[src/rtl/mux8_rr_arbiter.sv]
// Round-robin arbiter sharing an 8:1 WIDTH-bit mux between eight requesters.
// The selected word is registered and handed downstream over valid/ready, and each transfer is acknowledged with a one-cycle gnt pulse.
module mux8_rr_arbiter #(
  parameter int WIDTH = 4
) (
  input  logic             clk,
  input  logic             reset,
  input  logic [7:0]       req,
  input  logic [WIDTH-1:0] d0,
  input  logic [WIDTH-1:0] d1,
  input  logic [WIDTH-1:0] d2,
  input  logic [WIDTH-1:0] d3,
  input  logic [WIDTH-1:0] d4,
  input  logic [WIDTH-1:0] d5,
  input  logic [WIDTH-1:0] d6,
  input  logic [WIDTH-1:0] d7,
  input  logic             ready,
  output logic             valid,
  output logic [WIDTH-1:0] y,
  output logic [2:0]       sel,
  output logic [7:0]       gnt
);

  typedef enum logic {
    IDLE = 1'b0,
    HOLD = 1'b1
  } state_t;

  state_t           state_reg, state_next;
  logic [2:0]       ptr_reg, ptr_next;
  logic [2:0]       sel_reg, sel_next;
  logic [WIDTH-1:0] y_reg, y_next;
  logic [7:0]       gnt_reg, gnt_next;

  logic [WIDTH-1:0] d_arr [8];
  logic             transfer;
  logic [7:0]       sel_onehot;
  logic [7:0]       elig;
  logic [7:0]       elig_rot;
  logic [2:0]       base;
  logic [2:0]       offset;
  logic [2:0]       winner;
  logic             found;

  assign d_arr[0] = d0;
  assign d_arr[1] = d1;
  assign d_arr[2] = d2;
  assign d_arr[3] = d3;
  assign d_arr[4] = d4;
  assign d_arr[5] = d5;
  assign d_arr[6] = d6;
  assign d_arr[7] = d7;

  assign transfer = (state_reg == HOLD) && ready;

  genvar gi;
  generate
    for (gi = 0; gi < 8; gi++) begin : g_onehot
      assign sel_onehot[gi] = (sel_reg == 3'(gi));
    end
  endgenerate

  // The word being transferred and the one just acknowledged are never eligible,
  // so a requester that holds req through its gnt cycle is treated as a fresh request.
  assign elig = req & ~gnt_reg & ~(transfer ? sel_onehot : 8'h00);

  // On a transfer edge the pointer is about to become sel+1; arbitrate with that value already.
  assign base = transfer ? (sel_reg + 3'd1) : ptr_reg;

  // Rotate so that bit 0 of elig_rot is the requester at the search start.
  generate
    for (gi = 0; gi < 8; gi++) begin : g_rotate
      logic [2:0] rot_idx;
      assign rot_idx      = base + 3'(gi);
      assign elig_rot[gi] = elig[rot_idx];
    end
  endgenerate

  always_comb begin
    found  = 1'b0;
    offset = 3'd0;
    for (int i = 7; i >= 0; i--) begin
      if (elig_rot[i]) begin
        found  = 1'b1;
        offset = 3'(i);
      end
    end
  end

  assign winner = base + offset;

  // State register (and registered datapath).
  always_ff @(posedge clk or posedge reset) begin
    if (reset) begin
      state_reg <= IDLE;
      ptr_reg   <= 3'd0;
      sel_reg   <= 3'd0;
      y_reg     <= '0;
      gnt_reg   <= 8'h00;
    end else begin
      state_reg <= state_next;
      ptr_reg   <= ptr_next;
      sel_reg   <= sel_next;
      y_reg     <= y_next;
      gnt_reg   <= gnt_next;
    end
  end

  // Next-state logic.
  always_comb begin
    state_next = state_reg;
    ptr_next   = ptr_reg;
    sel_next   = sel_reg;
    y_next     = y_reg;
    gnt_next   = 8'h00;
    case (state_reg)
      IDLE: begin
        if (found) begin
          state_next = HOLD;
          sel_next   = winner;
          y_next     = d_arr[winner];
        end
      end
      HOLD: begin
        if (transfer) begin
          gnt_next = sel_onehot;
          ptr_next = sel_reg + 3'd1;
          if (found) begin
            sel_next = winner;
            y_next   = d_arr[winner];
          end else begin
            state_next = IDLE;
          end
        end
      end
      default: state_next = IDLE;
    endcase
  end

  // Outputs are straight from registers; y never sees d_i combinationally.
  always_comb begin
    valid = (state_reg == HOLD);
    y     = y_reg;
    sel   = sel_reg;
    gnt   = gnt_reg;
  end

endmodule
[config.mk]
export PLATFORM = sky130hd
export DESIGN_NAME = mux8_rr_arbiter
export DESIGN_NICKNAME = d
export VERILOG_FILES = /design/src/rtl/mux8_rr_arbiter.sv
export SDC_FILE = /design/constraint.sdc
export NUM_CORES = 1
export LEC_CHECK = 0
export BUFFER_PORTS_ARGS = -buffer_cell sky130_fd_sc_hd__buf_2
export CAP_MARGIN = 20
export CORE_MARGIN = 2
export CORE_UTILIZATION = 50
export CTS_CLUSTER_DIAMETER = 200
export DETAILED_ROUTE_END_ITERATION = 7
export PLACE_DENSITY = 0.91
export SLEW_MARGIN = 20
export SYNTH_ARGS = -nofsm -noshare
export SYNTH_HDL_FRONTEND = slang
export SYNTH_SLANG_ARGS = --single-unit
[constraint.sdc]
create_clock -name clk -period 4.8 [get_ports clk]
set_input_delay 0.48 -clock clk [delete_from_list [all_inputs] [get_ports clk]]
set_output_delay 0.48 -clock clk [all_outputs]
set_load 0.05 [all_outputs]
== Yosys cells after proc, flatten, opt, wreduce, memory -nomap -nowiden ==
Cells that the tools add are included.
Widths: inputs -> output; s select.

* Reductions and logical operators: 2
* Muxes and demuxes: 47
* Add/sub/neg operators: 9
* Bitwise logic cells: 6
* Magnitude comparators: 9
* $mul: 0
* Shift-type cells: 0
* Div/mod/pow operators: 0
* Equal/unequal tests: 8

{| class="wikitable"
|+ Operators with widths
! kind !! count
|-
| $mux 3 || 11
|-
| $lt 3x4->1 const B || 8
|-
| $bmux 1 s3 || 8
|-
| $mux 1 || 18
|-
| $and 8x8->8 || 2
|-
| $mux 4 || 4
|-
| $mux 8 || 2
|-
| $not 8->8 || 2
|-
| $add 3x3->3 const B || 4
|-
| $bmux 4 s3 || 1
|-
| $eq 3x3->1 const B || 4
|-
| $pmux 4 s2 || 1
|-
| $add 3x1->3 const B || 2
|-
| $add 3x2->3 const B || 2
|-
| $eq 3x2->1 const B || 2
|-
| $pmux 3 s2 || 1
|-
| $ge 4x4->1 const B || 1
|-
| $not 3->4 || 1
|-
| $add 3x3->3 || 1
|-
| $eq 3x1->1 const B || 1
|-
| $logic_not 3->1 || 1
|-
| $ne 2x1->1 const B || 1
|-
| $pmux 1 s2 || 1
|-
| $logic_and 1x1->1 || 1
|-
| $not 1->1 || 1
|}

* Memories kept: 0
* Bits of input ports: 43
* Logic and storage cells: 86
* Memory bits (read-only): 0
* Latch bits: 0
* RAM bits: 0
* Register bits after elaboration: 19

== Depth between registers and ports, before layout ==
Gate-level depths: netlist (run 1).

* Depth after elaboration: 22
* Gate-level depth with buffers: 19
* Mapped depth without buffers: 19

== Least setup slack after synthesis (run 1) ==
OpenSTA, ideal clock, no wires.

* Path kind: reg-to-reg
* Start: register sel_reg[0] (netlist: sel[0])
* End: register y_reg[0] (netlist: y[0])
* Slack: 0.277 ns
* Stages on the path, launching flop included: 19
* Period minus slack after synthesis: 4.523 ns
* Data arrival time: 4.401 ns
* Buffers on the path: 1
* Data required time: 4.677 ns
* Path through: dfrtp_1 inv_1 ha_1 and4b_1 or3b_1 mux4_2 mux2i_2 o2bb2ai_1 a32oi_1 a21oi_1 a21oi_1 nor3_1 ha_1 inv_1 fa_1 buf_1 mux4_2 mux2i_1 a21oi_1

* Longest elaborated chain between the ends: 22
* Elaborated cells between the ends (all ways): 60
* Classes of those cells: add/sub (9); eq/ne (7); mux (40); bitwise (3); reduce/logical (1)

{| class="wikitable"
|+ RTL lines
! what !! line !! RTL
|-
| start: declaration || 31 || <nowiki>logic [2:0] sel_reg, sel_next;</nowiki>
|-
| start signal: assignment || 103 || <nowiki>sel_reg <= sel_next;</nowiki>
|-
| branches (longest 19 deep; another with $add 3x1->3) || - ||
|-
| $mux 4 * || 118, 128 ||
|-
| $mux 4 || 125 || <nowiki>if (transfer) begin</nowiki>
|-
| $pmux 4 s2 * || 116 || <nowiki>case (state_reg)</nowiki>
|-
| end signal: assignment || 104 || <nowiki>y_reg <= y_next;</nowiki>
|-
| end: declaration || 32 || <nowiki>logic [WIDTH-1:0] y_reg, y_next;</nowiki>
|}

Mark *: on every way between the ends. The select of a mux whose other input is x is not followed.
A chain may end at the register's enable or synchronous reset.

== Worst setup path after layout (run 1) ==
* Start: register sel_reg[0] (netlist: sel[0])
* End: register y_reg[1] (netlist: y[1])

Same word-level chain as after synthesis.

==> impl_metrics.csv, run 1 <==
group,metric,value,unit
status,status,"finished clean",
routing,antenna_left,0,
critical_path,crit_path_start_kind,"register",
critical_path,worstPathRequired,4.96,ns
timing,drv_slew,0,
global_routing,grt_pass1_vias,1442,
final_layout,drive_above_1_share,45.9,%
place,gp_congestion,0.913,
routing,route.detailed.drc,0,
yosys,ys_seq_area_share,27.9,%
final_layout,n_antenna_cell,0,
timing,tightest_slew,0.713,ns
place,dpl.hpwl,3230,um
floorplan,die_area,3890,um2
floorplan,die_height,62.4,um
timing,hold_slack,0.271,ns
floorplan,design.core.area,3310,um2
global_routing,grt_max_degree,20,
global_routing,grt_usage,21.2,%
critical_path,max_stage_delay,0.65,ns
clocking,clkTransAtPathRegs,0.11,ns
timing,skew,0.00493,ns
critical_path,crit_type,"reg2reg",
clocking,cts.sinks,19,
critical_path,path_cells,"ha_1 -> ha_1 -> and3_1 -> or3b_1 -> mux4_2 -> mux2i_2 -> o2bb2ai_1 -> a32oi_1 -> a21oi_1 -> a21oi_1 -> nor3_1 -> ha_1 -> inv_1 -> fa_2 -> mux4_2 -> mux2i_1 -> a21oi_1",
critical_path,crit_path_max_fanout,9,
final_layout,largest_reg_flops,8,
timing,setup_violations,0,
final_layout,finalInstanceArea,2030,um2
routing,drt_iter0_drc,93,
routing,vias,1490,
place,port_buffers,58,
timing,period_share,95.7,%
timing,relSlewSlack,52.4,%
clocking,clk_latency,0.30,ns
routing,wl_per_cell,15.7,um
yosys,syn_nets,203,
floorplan,rows,21,
global_routing,antenna_found_initial,0,
clocking,cts_made_buffers,3,
timing,max_freq,218,MHz
yosys,yosysWarnings,0,
yosys,syn_avg_cell_area,11.4,um2
routing,wl,3940,um
place,dpl_cell_area,2000,um2
yosys,synth_cell_types,41,
job,cap_violations,0,
floorplan,die_w,62.4,um
global_routing,gr-total-overflow,0,
worst_hold_path,hp-class,"in2async",
global_routing,grt_pass1_wl,6570,um
yosys,netlist_instances,150,
timing,fin_crit,4.60,ns
clocking,cts_tree,"built",
clocking,cts-htree-levels,1,
critical_path,endpoint_kind,"register",
clocking,cts-root-buf,"clkbuf_4",
critical_path,arrival,4.76,ns
final_layout,nets,259,
floorplan,top_level_ports,59,
yosys,yosys_register_bits,19,
routing,first_pass_iters,4,
floorplan,initial_core_util,51.4,%
timing,finalHoldViolCount,0,
routing,routed_via_density,5.94,
critical_path,slowest_stage,"fa_2",
yosys,synth_area,1700,um2
clocking,cts.path.max_buffers,2,
timing,setup-tns-final,0,ns
final_layout,area_growth_syn_to_layout,19.0,%
[cell usage in the layout (no fill, tap or decap), drive strengths merged, types with 4 or more instances in the layout]
cell type  instances
dfrtp             19
inv               12
mux2i              8
nand4              4
xnor2              6
or3b               8
a21oi             13
clkbuf             4
buf               58
ha                 9
nor2              12
nand3              6
and4               5
mux4              16
[final timing paths]
path / start / endpoint / slack, ns / cells after the start
max: sel[0] / y[1] / 0.20 / 17
max in group asynchronous: reset / y[2] / 4.08 / 2
min in group clk: ready / valid / 0.48 / 2
min reg2reg: ptr_reg[1] / ptr_reg[1] / 0.52 / 1
max reg2reg: sel[0] / y[1] / 0.20 / 17
min: reset / gnt[3] / 0.27 / 2
[synth_stat cells, drive strengths merged]
cell	instances	share of area (%)
and3	2	0.73
mux2	2	1.5
buf	7	3.2
ha	9	6.6
fa	1	1.2
nand2	3	0.66
a21o	1	0.44
xnor2	6	3.5
nor2	12	2.6
and2	2	0.73
a211oi	2	1.5
nand2b	1	0.37
or3b	8	4.7
mux4	16	21
a21oi	13	4.7
nor3	1	0.29
inv	12	2.6
nand4	4	1.5
o221ai	1	0.51
or2	1	0.37
o21ai	3	0.88
dfrtp	19	28
mux2i	8	4.9
o2bb2ai	1	0.51
nand3	6	1.8
and4	5	2.6
and4b	3	2.0
a32oi	1	0.51
[worst max-delay path, delay by kind of cell (launching register included)]
family,cells,cell delay (ns)
AO/OA/AOI/OAI,5,0.52
adder cells (fa/ha/maj),4,1.27
buffers and inverters,1,0.06
flip-flops,1,0.47
multiplexers,4,1.28
AND/OR/NAND/NOR,3,0.84
[through the flow]
stage                     std cells  util [%]  setup slack, ns
after floorplan                 150         -            0.277
after global placement          247      60.3            0.395
after detailed placement        247      60.3            0.139
after CTS                       251      61.1            0.140
after global routing            251      61.2          -0.0293
final                           251      61.2            0.204
[kinds of logic after synthesis]
kind of cell,share of synthesized area (%)
DFF,27.9
AOI/OAI and AO/OA,9.04
and+or+nand+nor,18.3
xor gates and xnor gates,3.53
muxes,27.6
buffers and inverters,5.80
adders and majority gates,7.79
[layout make-up]
| cell class | instances | area [um2] |
|---|---|---|
| clock buffer | 4 | 26.3 |
| fill | 271 | 1280 |
| tap | 46 | 57.6 |
| multi-input combinational | 112 | 1130 |
| timing repair buffer | 58 | 290 |
| inverter | 12 | 45.0 |
| sequential | 19 | 475 |
[per-layer routing]
layer	vias to the layer above	global-route usage [%]	routed length [um]
met2	73	37.6	2080
met5	-	0	0
met4	0	8.06	80
li1	679	-	-
met1	725	25.3	1500
met3	13	4.35	272
[repair_timing]
item,in CTS,in global routing
buffers inserted,0,0
resized for setup,0,1
hold buffers,0,0
hold endpoints to repair,0,0
endpoints found under the setup margin,0,4
Power of run 1 is not shown: default switching activity piles up to over one toggle a cycle in this logic, so the estimate is an artifact.
==> run 2, diff against run 1 <==
==> constraint.sdc (replaced) <==
create_clock -name clk -period 4.45 [get_ports clk]
set_input_delay 0.445 -clock clk [delete_from_list [all_inputs] [get_ports clk]]
set_output_delay 0.445 -clock clk [all_outputs]
set_load 0.05 [all_outputs]
==> impl_metrics.csv, run 2 (synthesis results as in run 1) <==
group,metric,value,unit
status,status,"finished clean",
clocking,cts.sinks,19,
critical_path,worstPathRequired,4.63,ns
clocking,cts_tree,"built",
final_layout,drive_above_1_share,58.1,%
global_routing,antenna_found_initial,0,
place,dp.cells,252,
routing,vias,1510,
place,pre_cts_slack,-0.0247,ns
routing,wl,4410,um
floorplan,rows,21,
global_routing,gr-total-overflow,0,
floorplan,initial_core_util,51.4,%
timing,setup_violations,0,
routing,route.detailed.drc,0,
floorplan,top_level_ports,59,
critical_path,r2r-start,"sel[0]",
clocking,cts-root-buf,"clkbuf_4",
clocking,cts-htree-levels,1,
routing,drt_iter0_drc,45,
critical_path,critPathLaunch,"sel[0]",
timing,finalWorstSetupSlack,0.0893,ns
clocking,holdBufCountCts,0,
timing,fin_crit,4.36,ns
timing,skew,0.0144,ns
timing,rsz0062_at_grt,"yes",
timing,max_freq,229,MHz
timing,finalHoldViolCount,0,
clocking,cts_made_buffers,3,
critical_path,crit_path_max_fanout,5,
global_routing,grt_usage,21.9,%
critical_path,r2r_end,"y[1]",
timing,tightest_slew,0.729,ns
routing,wl_per_cell,16.8,um
floorplan,die_w,62.4,um
critical_path,arrival,4.55,ns
clocking,clkTransAtPathRegs,0.13,ns
critical_path,reg2reg_slack,0.09,ns
global_routing,grt_pass1_wl,6630,um
floorplan,design.core.area,3310,um2
routing,routed_via_density,5.74,
timing,relSlewSlack,51.3,%
routing,antenna_left,0,
job,cap_violations,0,
final_layout,largest_reg_flops,8,
timing,drv_slew,0,
final_layout,n_antenna_cell,0,
final_layout,fin_cells,263,
clocking,clk_latency,0.32,ns
critical_path,crit_path_start_kind,"register",
clocking,cts.path.max_buffers,2,
timing,period_share,98.0,%
worst_hold_path,hp-class,"in2async",
place,gp_congestion,0.868,
global_routing,grt_pass1_vias,1443,
final_layout,layout.cells.most_common,"buf_2",
final_layout,layout_common_cells,"58 x buf_2, 16 x mux4_2, 16 x dfrtp_1, 12 x nor2_1, 11 x a21oi_1",
final_layout,area_growth_syn_to_layout,32.1,%
place,dpl.hpwl,3350,um
critical_path,r2r_cells,18,
final_layout,nets,271,
critical_path,crit_type,"reg2reg",
critical_path,endpoint_kind,"register",
floorplan,die_area,3890,um2
place,port_buffers,58,
global_routing,grt_max_degree,20,
routing,first_pass_iters,4,
floorplan,die_height,62.4,um
==> run 2: worst max path at each step <==
stage                     cells past startpoint   end
after floorplan                              18  y[0]
after global routing                         18  y[2]
after CTS                                    19  y[1]
final                                        18  y[1]
after global placement                       18  y[2]
after detailed placement                     18  y[1]
==> run 2: metal layers <==
layer / vias to the layer above / global-route usage (%) / part of all wire [%]
li1: 701 / - / -
met1: 738 / 27.3 / 40
met2: 64 / 39.0 / 54
met3: 7 / 1.99 / 4.6
met4: 0 / 9.44 / 1.6
met5: - / 0 / 0
==> run 2: through the flow <==
step / instance area (um2) / util, % / hold WS (ns) / TNS [ns]
floorplan: 1710 / - / 0.396 / 0
global placement: 2050 / 61.9 / 0.510 / 0
detailed placement: 2050 / 61.9 / 0.512 / -0.0492
CTS: 2100 / 63.6 / 0.243 / 0
global route: 2250 / 68.0 / 0.295 / -0.293
finish: 2250 / 68.0 / 0.228 / 0
==> run 2: worst max-delay path: stages, from the launching register on <==
cell	delay [ns]
dfrtp_2	0.48
ha_4	0.20
ha_4	0.15
and3_4	0.17
or3b_4	0.41
mux4_2	0.53
mux2i_4	0.20
o2bb2ai_2	0.12
a32oi_1	0.06
a21oi_1	0.14
a21oi_1	0.06
nor3_2	0.14
ha_2	0.20
inv_2	0.04
fa_2	0.61
clkbuf_16	0.17
mux4_2	0.28
mux2i_1	0.19
a21oi_1	0.09
==> run 2: what timing repair did <==
action	CTS	global route
setup buffers	2	4
pin swaps	1	9
setup endpoints to repair	4	5
hold endpoints to repair	0	0
gates resized for setup	2	21
cloned	0	1
==> run 2: final cells by class <==
type                       instances  area [um2]
clock buffer                       3        22.5
fill                             250        1060
clock inverter                     1        5.00
sequential                        19         479
inverter                          12        45.0
multi-input combinational        112        1230
timing repair buffer              70         410
tap                               46        57.6
Power of run 2 is left out for the same reason.
==> run 3, diff against run 2 <==
--- a/config.mk
+++ b/config.mk
@@ -5,13 +5,15 @@
 export SDC_FILE = /design/constraint.sdc
 export NUM_CORES = 1
 export LEC_CHECK = 0
+export ABC_AREA = 1
 export BUFFER_PORTS_ARGS = -buffer_cell sky130_fd_sc_hd__buf_2
 export CAP_MARGIN = 20
 export CORE_MARGIN = 2
-export CORE_UTILIZATION = 50
+export CORE_UTILIZATION = 53
 export CTS_CLUSTER_DIAMETER = 200
 export DETAILED_ROUTE_END_ITERATION = 7
-export PLACE_DENSITY = 0.91
+export PLACE_DENSITY = 0.92
+export RECOVER_POWER = 50
 export SLEW_MARGIN = 20
 export SYNTH_ARGS = -nofsm -noshare
 export SYNTH_HDL_FRONTEND = slang
==> impl_metrics.csv, run 3 <==
group,metric,value,unit
routing,wl,5180,um
critical_path,worstPathRequired,4.64,ns
yosys,synth_cell_types,31,
clocking,clk_latency,0.26,ns
routing,drt_iter0_drc,173,
worst_hold_path,hp-class,"in2async",
timing,skew,0.00754,ns
floorplan,die_area,4310,um2
floorplan,die_height,65.7,um
yosys,synthAdderAreaFrac,6.58,%
global_routing,grt_pass1_wl,8410,um
timing,max_freq,247,MHz
clocking,cts_tree,"built",
critical_path,crit_path_start_kind,"register",
timing,fin_crit,4.04,ns
routing,route.detailed.drc,0,
yosys,synth.cells.most_frequent,"112 x nand2_1, 61 x nand3_1, 35 x inv_1, 19 x dfrtp_1, 19 x nor2_1",
status,status,"finished clean",
critical_path,endpoint_kind,"register",
yosys,yosys_register_bits,19,
critical_path,reg2reg_slack,0.41,ns
timing,period_share,90.9,%
yosys,netlist_instances,325,
floorplan,top_level_ports,59,
floorplan,design.core.area,3660,um2
yosys,synth.area.mux_share,0,%
routing,routed_via_density,5.41,
floorplan,initial_core_util,55.1,%
clocking,cts-htree-levels,1,
critical_path,arrival,4.24,ns
yosys,yosysWarnings,0,
yosys,syn_avg_cell_area,6.20,um2
clocking,cts.sinks,19,
clocking,cts.path.max_buffers,2,
yosys,synth_area,2020,um2
global_routing,grt_pass1_vias,2043,
yosys,yosys.area_share.simple,46.7,%
yosys,synth.most_common_cell,"nand2_1",
floorplan,rows,22,
global_routing,grt_usage,24.3,%
critical_path,crit_type,"reg2reg",
timing,tightest_slew,0.690,ns
clocking,clkTransAtPathRegs,0.07,ns
yosys,synthXorXnorAreaFrac,0.869,%
yosys,synth.top_cells.by_area,"dfrtp_1 24%, nand2_1 21%, nand3_1 15%",
yosys,ys.flop_type,"dfrtp_1",
critical_path,r2r_end,"y[1]",
final_layout,largest_reg_flops,8,
final_layout,layout_common_cells,"113 x nand2_1, 61 x nand3_1, 58 x buf_2, 35 x inv_1",
global_routing,gr-total-overflow,0,
timing,finalHoldViolCount,0,
routing,first_pass_iters,4,
yosys,netlist.area_leader.share,23.6,%
final_layout,drive_above_1_share,23.6,%
timing,setup-tns-final,0,ns
routing,antenna_left,0,
job,cap_violations,0,
yosys,ys_seq_area_share,23.6,%
routing,vias,2298,
yosys,synth_compound_area_share,10.6,%
clocking,cts_made_buffers,3,
global_routing,grt_max_degree,20,
routing,wl_per_cell,12.2,um
critical_path,r2r-start,"sel[0]",
final_layout,nets,431,
floorplan,die_w,65.7,um
place,dpl.hpwl,4120,um
final_layout,area_growth_syn_to_layout,16.6,%
global_routing,antenna_found_initial,0,
yosys,synth_top_family_by_area,"simple AND/OR/NAND/NOR gates",
yosys,async_flop_share,100,%
timing,relSlewSlack,54.0,%
critical_path,crit_path_max_fanout,17,
yosys,synth_edf_count,0,
timing,rsz0062_at_grt,"no",
critical_path,critPathLaunch,"sel[0]",
timing,setup_violations,0,
final_layout,layout.cells.most_common,"nand2_1",
yosys,synth_top_cell_by_area,"dfrtp_1",
critical_path,r2r_cells,22,
yosys,syn_nets,378,
clocking,holdBufCountCts,0,
place,port_buffers,58,
place,gp_congestion,0.972,
timing,drv_slew,0,
final_layout,n_antenna_cell,0,
clocking,cts-root-buf,"clkbuf_8",
critical_path,crit_end,"y[1]",
-- run 3: kinds of logic after synthesis --
group / Yosys count
and+or+nand+nor: 212
buffers and inverters: 51
AOI/OAI and AO/OA: 31
DFF: 19
adders and majority gates: 10
xor gates and xnor gates: 2
-- run 3: layout make-up --
cell class	count	area (um2)
fill	319	1310
clock buffer	3	41.3
inverter	38	144
timing repair buffer	61	313
multi-input combinational	255	1310
sequential	19	475
clock inverter	1	5.00
tap	48	60.1
-- run 3: how the worst min path moves through the flow --
stage                     slack, ns  startpoint          to
after floorplan                0.40       reset      gnt[0]
after global placement         0.47        y[1]        y[1]
after detailed placement       0.47        y[1]        y[1]
after CTS                      0.32       reset  ptr_reg[1]
after global routing           0.35       reset      gnt[7]
final                          0.29       reset  ptr_reg[1]
-- run 3: what timing repair did --
| item | CTS | global route |
|---|---|---|
| resized for setup | 0 | 2 |
| endpoints found under the setup margin | 0 | 4 |
| setup buffers | 0 | 0 |
| hold endpoints to repair | 0 | 0 |
-- run 3: metal layers --
layer / part of all wire (%) / track usage [%]
met4: 1.7 / 6.51
met5: 0 / 0
met3: 7.6 / 3.94
met1: 41 / 29.2
met2: 50 / 44.4
-- run 3: critical path, cell delays in order (launching register included) --
cell	delay (ns)
dfrtp_1	0.45
inv_1	0.11
ha_1	0.29
inv_1	0.07
o21ai_4	0.31
ha_1	0.34
inv_1	0.10
nand3_1	0.13
nand2_1	0.10
nand2_1	0.06
nand2_1	0.11
a21oi_1	0.07
o21ai_0	0.14
nand2_1	0.06
a21boi_0	0.17
ha_1	0.17
inv_1	0.05
fa_2	0.73
a21oi_1	0.07
a32o_1	0.22
nand3_1	0.09
nand3_1	0.08
nand2_1	0.06
-- run 3: stage by stage --
stage | instances | instance area (um2) | worst slack [ns] | utilization [%] | hold slack [ns]
6_report | 425 | 2350 | 0.405 | 64.2 | 0.286
5_1_grt | 425 | 2350 | 0.0151 | 64.2 | 0.352
4_1_cts | 425 | 2340 | 0.163 | 64.0 | 0.323
3_5_place_dp | 421 | 2300 | 0.172 | 62.7 | 0.471
3_3_place_gp | 421 | 2300 | 0.300 | 62.7 | 0.472
2_1_floorplan | 325 | 2020 | 0.219 | - | 0.396
Power of run 3 is left out for the same reason.
